<file path="src/rtl/seg7_pkg.sv">
// rtl/seg7_pkg.sv - shared seven-segment tables for hex encoder and decoder
package seg7_pkg;

    localparam int SEG_A = 6;
    localparam int SEG_B = 5;
    localparam int SEG_C = 4;
    localparam int SEG_D = 3;
    localparam int SEG_E = 2;
    localparam int SEG_F = 1;
    localparam int SEG_G = 0;

    localparam logic [6:0] SEG_BLANK   = 7'b0000000;
    localparam logic [6:0] SEG_ALL_LIT = 7'((1 << SEG_A) | (1 << SEG_B) | (1 << SEG_C) |
                                            (1 << SEG_D) | (1 << SEG_E) | (1 << SEG_F) |
                                            (1 << SEG_G));

    // Entry n is the a..g pattern for hex digit n (entry 0 is the rightmost element).
    localparam logic [15:0][6:0] SEG_HEX = {
        7'b1000111, 7'b1001111, 7'b0111101, 7'b1001110,
        7'b0011111, 7'b1110111, 7'b1111011, 7'b1111111,
        7'b1110000, 7'b1011111, 7'b1011011, 7'b0110011,
        7'b1111001, 7'b1101101, 7'b0110000, 7'b1111110
    };

    typedef enum logic {
        SETTLE = 1'b0,
        HOLD   = 1'b1
    } scan_state_t;

endpackage

</file>
<file path="src/rtl/seg7_decode.sv">
// rtl/seg7_decode.sv - combinational seven-segment pattern to hex nibble decoder
module seg7_decode
    import seg7_pkg::*;
(
    input  logic [6:0] seg,
    output logic [3:0] nibble,
    output logic       legal,
    output logic       blank
);

    // Reverse lookup through the shared encoder table.
    always_comb begin
        nibble = 4'd0;
        legal  = 1'b0;
        for (int i = 0; i < 16; i++) begin
            if (seg == SEG_HEX[4'(i)]) begin
                nibble = 4'(i);
                legal  = 1'b1;
            end
        end
    end

    assign blank = ((seg & SEG_ALL_LIT) == SEG_BLANK);

endmodule

</file>
<file path="src/rtl/seg2bin_monitor.sv">
// rtl/seg2bin_monitor.sv - multiplexed seven-segment readback monitor (option: SEG_ACTIVE_LOW_EN)
module seg2bin_monitor
    import seg7_pkg::*;
#(
    parameter int NUM_DIGITS     = 4,
    parameter int STABLE_CYCLES  = 4,
    parameter int TIMEOUT_CYCLES = 1000000
) (
    input  logic                    clk,
    input  logic                    rst_n,
    input  logic [6:0]              seg7,
    input  logic [NUM_DIGITS-1:0]   an,
    output logic [4*NUM_DIGITS-1:0] value,
    output logic [NUM_DIGITS-1:0]   digit_valid,
    output logic                    err,
    output logic                    frame_done,
    output logic                    stale
);

    localparam int SW = NUM_DIGITS + 7;
    localparam int CW = $clog2(STABLE_CYCLES + 1);
    localparam int TW = $clog2(TIMEOUT_CYCLES + 1);

    localparam logic [CW-1:0] CNT_MAX    = CW'(STABLE_CYCLES);
    localparam logic [CW-1:0] CNT_COMMIT = CW'(STABLE_CYCLES - 1);
    localparam logic [TW-1:0] T_MAX      = TW'(TIMEOUT_CYCLES);
    localparam logic [TW-1:0] T_LAST     = TW'(TIMEOUT_CYCLES - 1);

    logic [SW-1:0]         pin_word;
    logic [SW-1:0]         samp;
    logic [SW-1:0]         prev;
    logic [CW-1:0]         cnt;
    logic [TW-1:0]         tcnt;
    logic [NUM_DIGITS-1:0] tracker;
    logic [NUM_DIGITS-1:0] s_an;
    logic [NUM_DIGITS-1:0] commit_bits;
    logic [6:0]            s_seg;
    logic [3:0]            nibble;
    logic                  legal;
    logic                  blank;
    logic                  same;
    logic                  settle_done;
    logic                  commit;
    logic                  timeout_hit;
    scan_state_t           state;
    scan_state_t           state_next;

`ifdef SEG_ACTIVE_LOW_EN
    assign pin_word = {~an, seg7 ^ SEG_ALL_LIT};
`else
    assign pin_word = {an, seg7};
`endif

    assign s_an        = samp[SW-1:7];
    assign s_seg       = samp[6:0];
    assign same        = (samp == prev);
    assign commit      = settle_done && $onehot(s_an);
    assign commit_bits = commit ? s_an : '0;
    assign timeout_hit = !commit && (tcnt == T_LAST);
    assign frame_done  = &tracker;

    // Sample the pins, keep the previous sample, and count how long the sample has repeated.
    always_ff @(posedge clk or negedge rst_n) begin
        if (!rst_n) begin
            samp <= '0;
            prev <= '0;
            cnt  <= '0;
        end else begin
            samp <= pin_word;
            prev <= samp;
            if (pin_word != samp) begin
                cnt <= '0;
            end else if (cnt != CNT_MAX) begin
                cnt <= cnt + CW'(1);
            end
        end
    end

    // Stability FSM state register.
    always_ff @(posedge clk or negedge rst_n) begin
        if (!rst_n) begin
            state <= SETTLE;
        end else begin
            state <= state_next;
        end
    end

    // One commit per stable run; any change re-arms the FSM.
    always_comb begin
        state_next  = state;
        settle_done = 1'b0;
        case (state)
            SETTLE: begin
                if (same && (cnt == CNT_COMMIT)) begin
                    settle_done = 1'b1;
                    state_next  = HOLD;
                end
            end
            HOLD: begin
                if (!same) begin
                    state_next = SETTLE;
                end
            end
            default: state_next = SETTLE;
        endcase
    end

    seg7_decode u_decode (
        .seg    (s_seg),
        .nibble (nibble),
        .legal  (legal),
        .blank  (blank)
    );

    // Digit registers, error pulse and stall watchdog; a commit always beats the timeout.
    always_ff @(posedge clk or negedge rst_n) begin
        if (!rst_n) begin
            value       <= '0;
            digit_valid <= '0;
            err         <= 1'b0;
            stale       <= 1'b0;
            tcnt        <= '0;
        end else begin
            err <= commit && !legal && !blank;
            if (commit) begin
                for (int i = 0; i < NUM_DIGITS; i++) begin
                    if (s_an[i]) begin
                        if (legal) begin
                            value[4*i +: 4] <= nibble;
                        end
                        digit_valid[i] <= legal;
                    end
                end
                stale <= 1'b0;
                tcnt  <= '0;
            end else if (timeout_hit) begin
                stale       <= 1'b1;
                digit_valid <= '0;
                tcnt        <= T_MAX;
            end else if (tcnt != T_MAX) begin
                tcnt <= tcnt + TW'(1);
            end
        end
    end

    // Frame tracker: a full set is visible for one cycle, then restarts with that cycle's commit.
    always_ff @(posedge clk or negedge rst_n) begin
        if (!rst_n) begin
            tracker <= '0;
        end else if (timeout_hit) begin
            tracker <= '0;
        end else if (&tracker) begin
            tracker <= commit_bits;
        end else begin
            tracker <= tracker | commit_bits;
        end
    end

endmodule

</file>
<file path="config.mk">
export PLATFORM = sky130hd
export DESIGN_NAME = seg2bin_monitor
export DESIGN_NICKNAME = d
export VERILOG_FILES = /design/src/rtl/seg7_pkg.sv /design/src/rtl/seg7_decode.sv /design/src/rtl/seg2bin_monitor.sv
export SDC_FILE = /design/constraint.sdc
export NUM_CORES = 1
export LEC_CHECK = 0
export CAP_MARGIN = 30
export CORE_MARGIN = 5
export CORE_UTILIZATION = 51
export DETAILED_ROUTE_END_ITERATION = 12
export HOLD_SLACK_MARGIN = 0.15
export PLACE_DENSITY = 0.76
export REMOVE_ABC_BUFFERS = 1
export SYNTH_ARGS = -nofsm -noshare
export SYNTH_HDL_FRONTEND = slang
export SYNTH_HIERARCHICAL = 1
export SYNTH_SLANG_ARGS = --single-unit
</file>
<file path="constraint.sdc">
create_clock -name clk -period 2.8 [get_ports clk]
set_input_delay 0.56 -clock clk [delete_from_list [all_inputs] [get_ports clk]]
set_output_delay 0.56 -clock clk [all_outputs]
set_load 0.02 [all_outputs]
</file>
==> impl_metrics.py, run 1 <==
metrics = {
    "finish": {
        "register_area_mm2": 0.00180,
        "fill_cells": 464,
        "nets": 345,
        "post-route-cell-area_mm2": 0.00390,
        "syn_to_final_growth_pct": 22.5,
        "layout-drive-gt1-share": 0.152,
        "antenna_cells": 0,
        "multi_input_area_mm2": 0.00129,
    },
    "hold_path": {
        "min_path_type": "input port to async pin",
    },
    "floorplan": {
        "dieArea_mm2": 0.00792,
        "fp.dieH_um": 89.0,
        "placementRows": 28,
        "io_pins": 36,
        "start_util": 0.532,
        "core_area_mm2": 0.00599,
        "dieWidth_um": 89.0,
    },
    "logic_synthesis": {
        "ys_async_sr_fraction": 1.00,
        "synth_top_area_cell": "dfrtp_1",
        "synth_area_mm2": 0.00318,
        "synth_top_cells_by_count": "dfrtp_1, nor2_1, xor2_1",
        "synth-edff-count": 0,
        "synth_seq_area_share": 0.566,
        "ys_warn_count": 6,
        "yosys-top-cells-area": "dfrtp_1, xor2_1, mux2_2, nor2_1, ha_1",
        "netlist-cell-type-count": 39,
        "synth_top_area_frac": 0.566,
        "synth_seq_cells": 72,
        "avgSynthCellArea_um2": 11.8,
        "yosysMostFrequentCell": "dfrtp_1",
        "syn_inst": 271,
        "ys.flop_type": "dfrtp_1",
    },
    "power_and_ir_drop": {
        "pwr-share-seq": 0.521,
        "p_int_mw": 1.60,
        "total_power_mw": 2.05,
        "clkPwrFrac": 0.434,
        "p_comb_frac": 0.046,
        "pwr_density_cell_mw_per_mm2": 527,
        "ir_drop_uv": 399,
        "p_switching_mw": 0.459,
        "cellLeakagePower_nw": 1.83,
        "sw_frac_of_total": 0.223,
    },
    "worst_setup_path": {
        "crit_path_end_kind": "flop",
        "crit_arrival_ps": 2920,
        "cp_max_fo": 13,
        "critPathKind": "flop to flop",
        "start_kind": "flop",
        "cp.required_ps": 3080,
    },
    "clock_network": {
        "cts_tree": "yes",
        "cts_hold_buffers": 0,
        "clockBufferDepth": 2,
        "cts.sinks": 72,
        "cts_buffers": 9,
        "clkLatencyLatePin_ps": 350,
        "clk_pin_slew_ps": 80,
        "cts_root_buf": "clkbuf_8",
        "htree_num_levels": 3,
    },
    "routing": {
        "ant_nets": 0,
        "drt_iter0_drc": 92,
        "vias": 2117,
        "routed_via_density": 5.25,
        "wl_mm": 6.00,
        "drcViolationCount": 0,
        "wl_per_cell_um": 14.9,
        "dr.pass1.iters": 4,
    },
    "placement": {
        "dp.final_hpwl_mm": 4.22,
        "gp_routability_congestion": 0.787,
        "port_buffers": 35,
        "dpl_cell_area_mm2": 0.00367,
    },
    "sta": {
        "slew_viol_final": 0,
        "slew_headroom": 0.551,
        "hold_violations": 0,
        "setup_viol": 0,
        "period_minus_slack_ps": 2650,
        "tightest_slew_ps": 674,
        "fmaxAchievable_mhz": 378,
        "final.setup_skew_ps": 11.2,
        "grt_setup_unrepaired": "no",
        "period_share": 0.945,
        "tns_ps": 0,
    },
    "global_routing": {
        "grt_max_degree": 45,
        "grt_pass1_wl_mm": 10.8,
        "antenna_found_initial": 0,
        "first_global_vias": 2247,
        "grt_usage": 0.181,
        "grt-ovfl-total": 0,
    },
    "job": {
        "drv_cap": 0,
    },
    "run_status": {
        "status": "completed",
    },
}
## critical path, cell delays in order, from the launching register on
cell     delay [ps]
dfrtp_1         350
inv_1            80
fa_1            540
inv_1            50
ha_1            170
ha_1            260
nor2_1           40
and4b_1         210
and4_2          280
or2b_2          430
nor2_1          150
## routing by layer
| metal | part of all wire | vias to the layer above | GRT usage |
|---|---|---|---|
| li1 | - | 1015 | - |
| met4 | 0.022 | 0 | 0.0717 |
| met2 | 0.49 | 34 | 0.288 |
| met5 | 0 | - | 0 |
| met3 | 0.048 | 13 | 0.0645 |
| met1 | 0.44 | 1055 | 0.227 |
## final cells by class
class	instances	area share
clock inverter	6	0.0237
multi-input combinational	180	0.330
inverter	14	0.0135
timing repair buffer	47	0.115
tap	75	0.0241
clock buffer	9	0.0318
sequential	72	0.462
## sequential cells by signal, indices dropped and copies added, names as in the netlist
name	flops
tcnt	20
value	16
prev	11
samp	11
digit_valid	4
tracker	4
cnt	3
err	1
stale	1
state	1
## timing repair
item                       in CTS  in global routing
buffers inserted                0                  2
setup endpoints to repair       0                 23
gates resized for setup         0                  0
## path summary, 6_finish.rpt
path	from	depth (start not counted)	slack, ps	endpoint
setup / recovery	samp[7]	10	150	tcnt[12]
hold / removal	rst_n	1	250	tcnt[1]
setup reg to reg	samp[7]	10	150	tcnt[12]
hold reg to reg	samp[2]	0	460	prev[2]
max in group asynchronous	rst_n	2	1900	value[4]
min in group clk	samp[2]	0	460	prev[2]
## power by group through the flow
stage	combinational [mW]	clock [mW]	sequential, mW
final	0.0940	0.891	1.07
after global routing	0.106	0.972	1.07
after CTS	0.0947	0.920	1.07
after detailed placement	0.0944	0	1.09
after global placement	0.0923	0	1.09
after floorplan	0.0356	0	1.09
## metrics by stage
| stage | hold slack (ps) | util | worst slack [ps] | cells |
|---|---|---|---|---|
| floorplan | 264 | - | 99.2 | 266 |
| global placement | 437 | 0.612 | 170 | 386 |
| detailed placement | 440 | 0.612 | 41.3 | 386 |
| CTS | 253 | 0.648 | 27.9 | 401 |
| global route | 290 | 0.651 | 2.60 | 403 |
| finish | 247 | 0.651 | 153 | 403 |
## placed cells by master (no fill, tap or decap), drive strengths merged, types with 7 or more instances in the layout
master          n
clkdlybuf4s50  34
nor2           31
inv            15
xnor2          10
mux2           16
dfrtp          72
nand3          11
xor2           31
nand2          16
ha              7
buf            13
clkbuf          9
## cells by family after synthesis
logic type	count (synthesis)	share of synthesized area
and+or+nand+nor	93	0.158
DFF	72	0.566
xor gates and xnor gates	41	0.113
buffers and inverters	23	0.0346
muxes	17	0.0597
AOI/OAI and AO/OA	16	0.0346
adders and majority gates	8	0.0338
other	1	0.00118
(Power assumes the default switching activity.)
==> inputs of run 2 (changes only) <==
--- a/config.mk
+++ b/config.mk
@@ -5,7 +5,6 @@
 export SDC_FILE = /design/constraint.sdc
 export NUM_CORES = 1
 export LEC_CHECK = 0
-export CAP_MARGIN = 30
 export CORE_MARGIN = 5
 export CORE_UTILIZATION = 51
 export DETAILED_ROUTE_END_ITERATION = 12
==> results of run 2 <==
Final layout, timing and power as in run 1 (identical DEF).
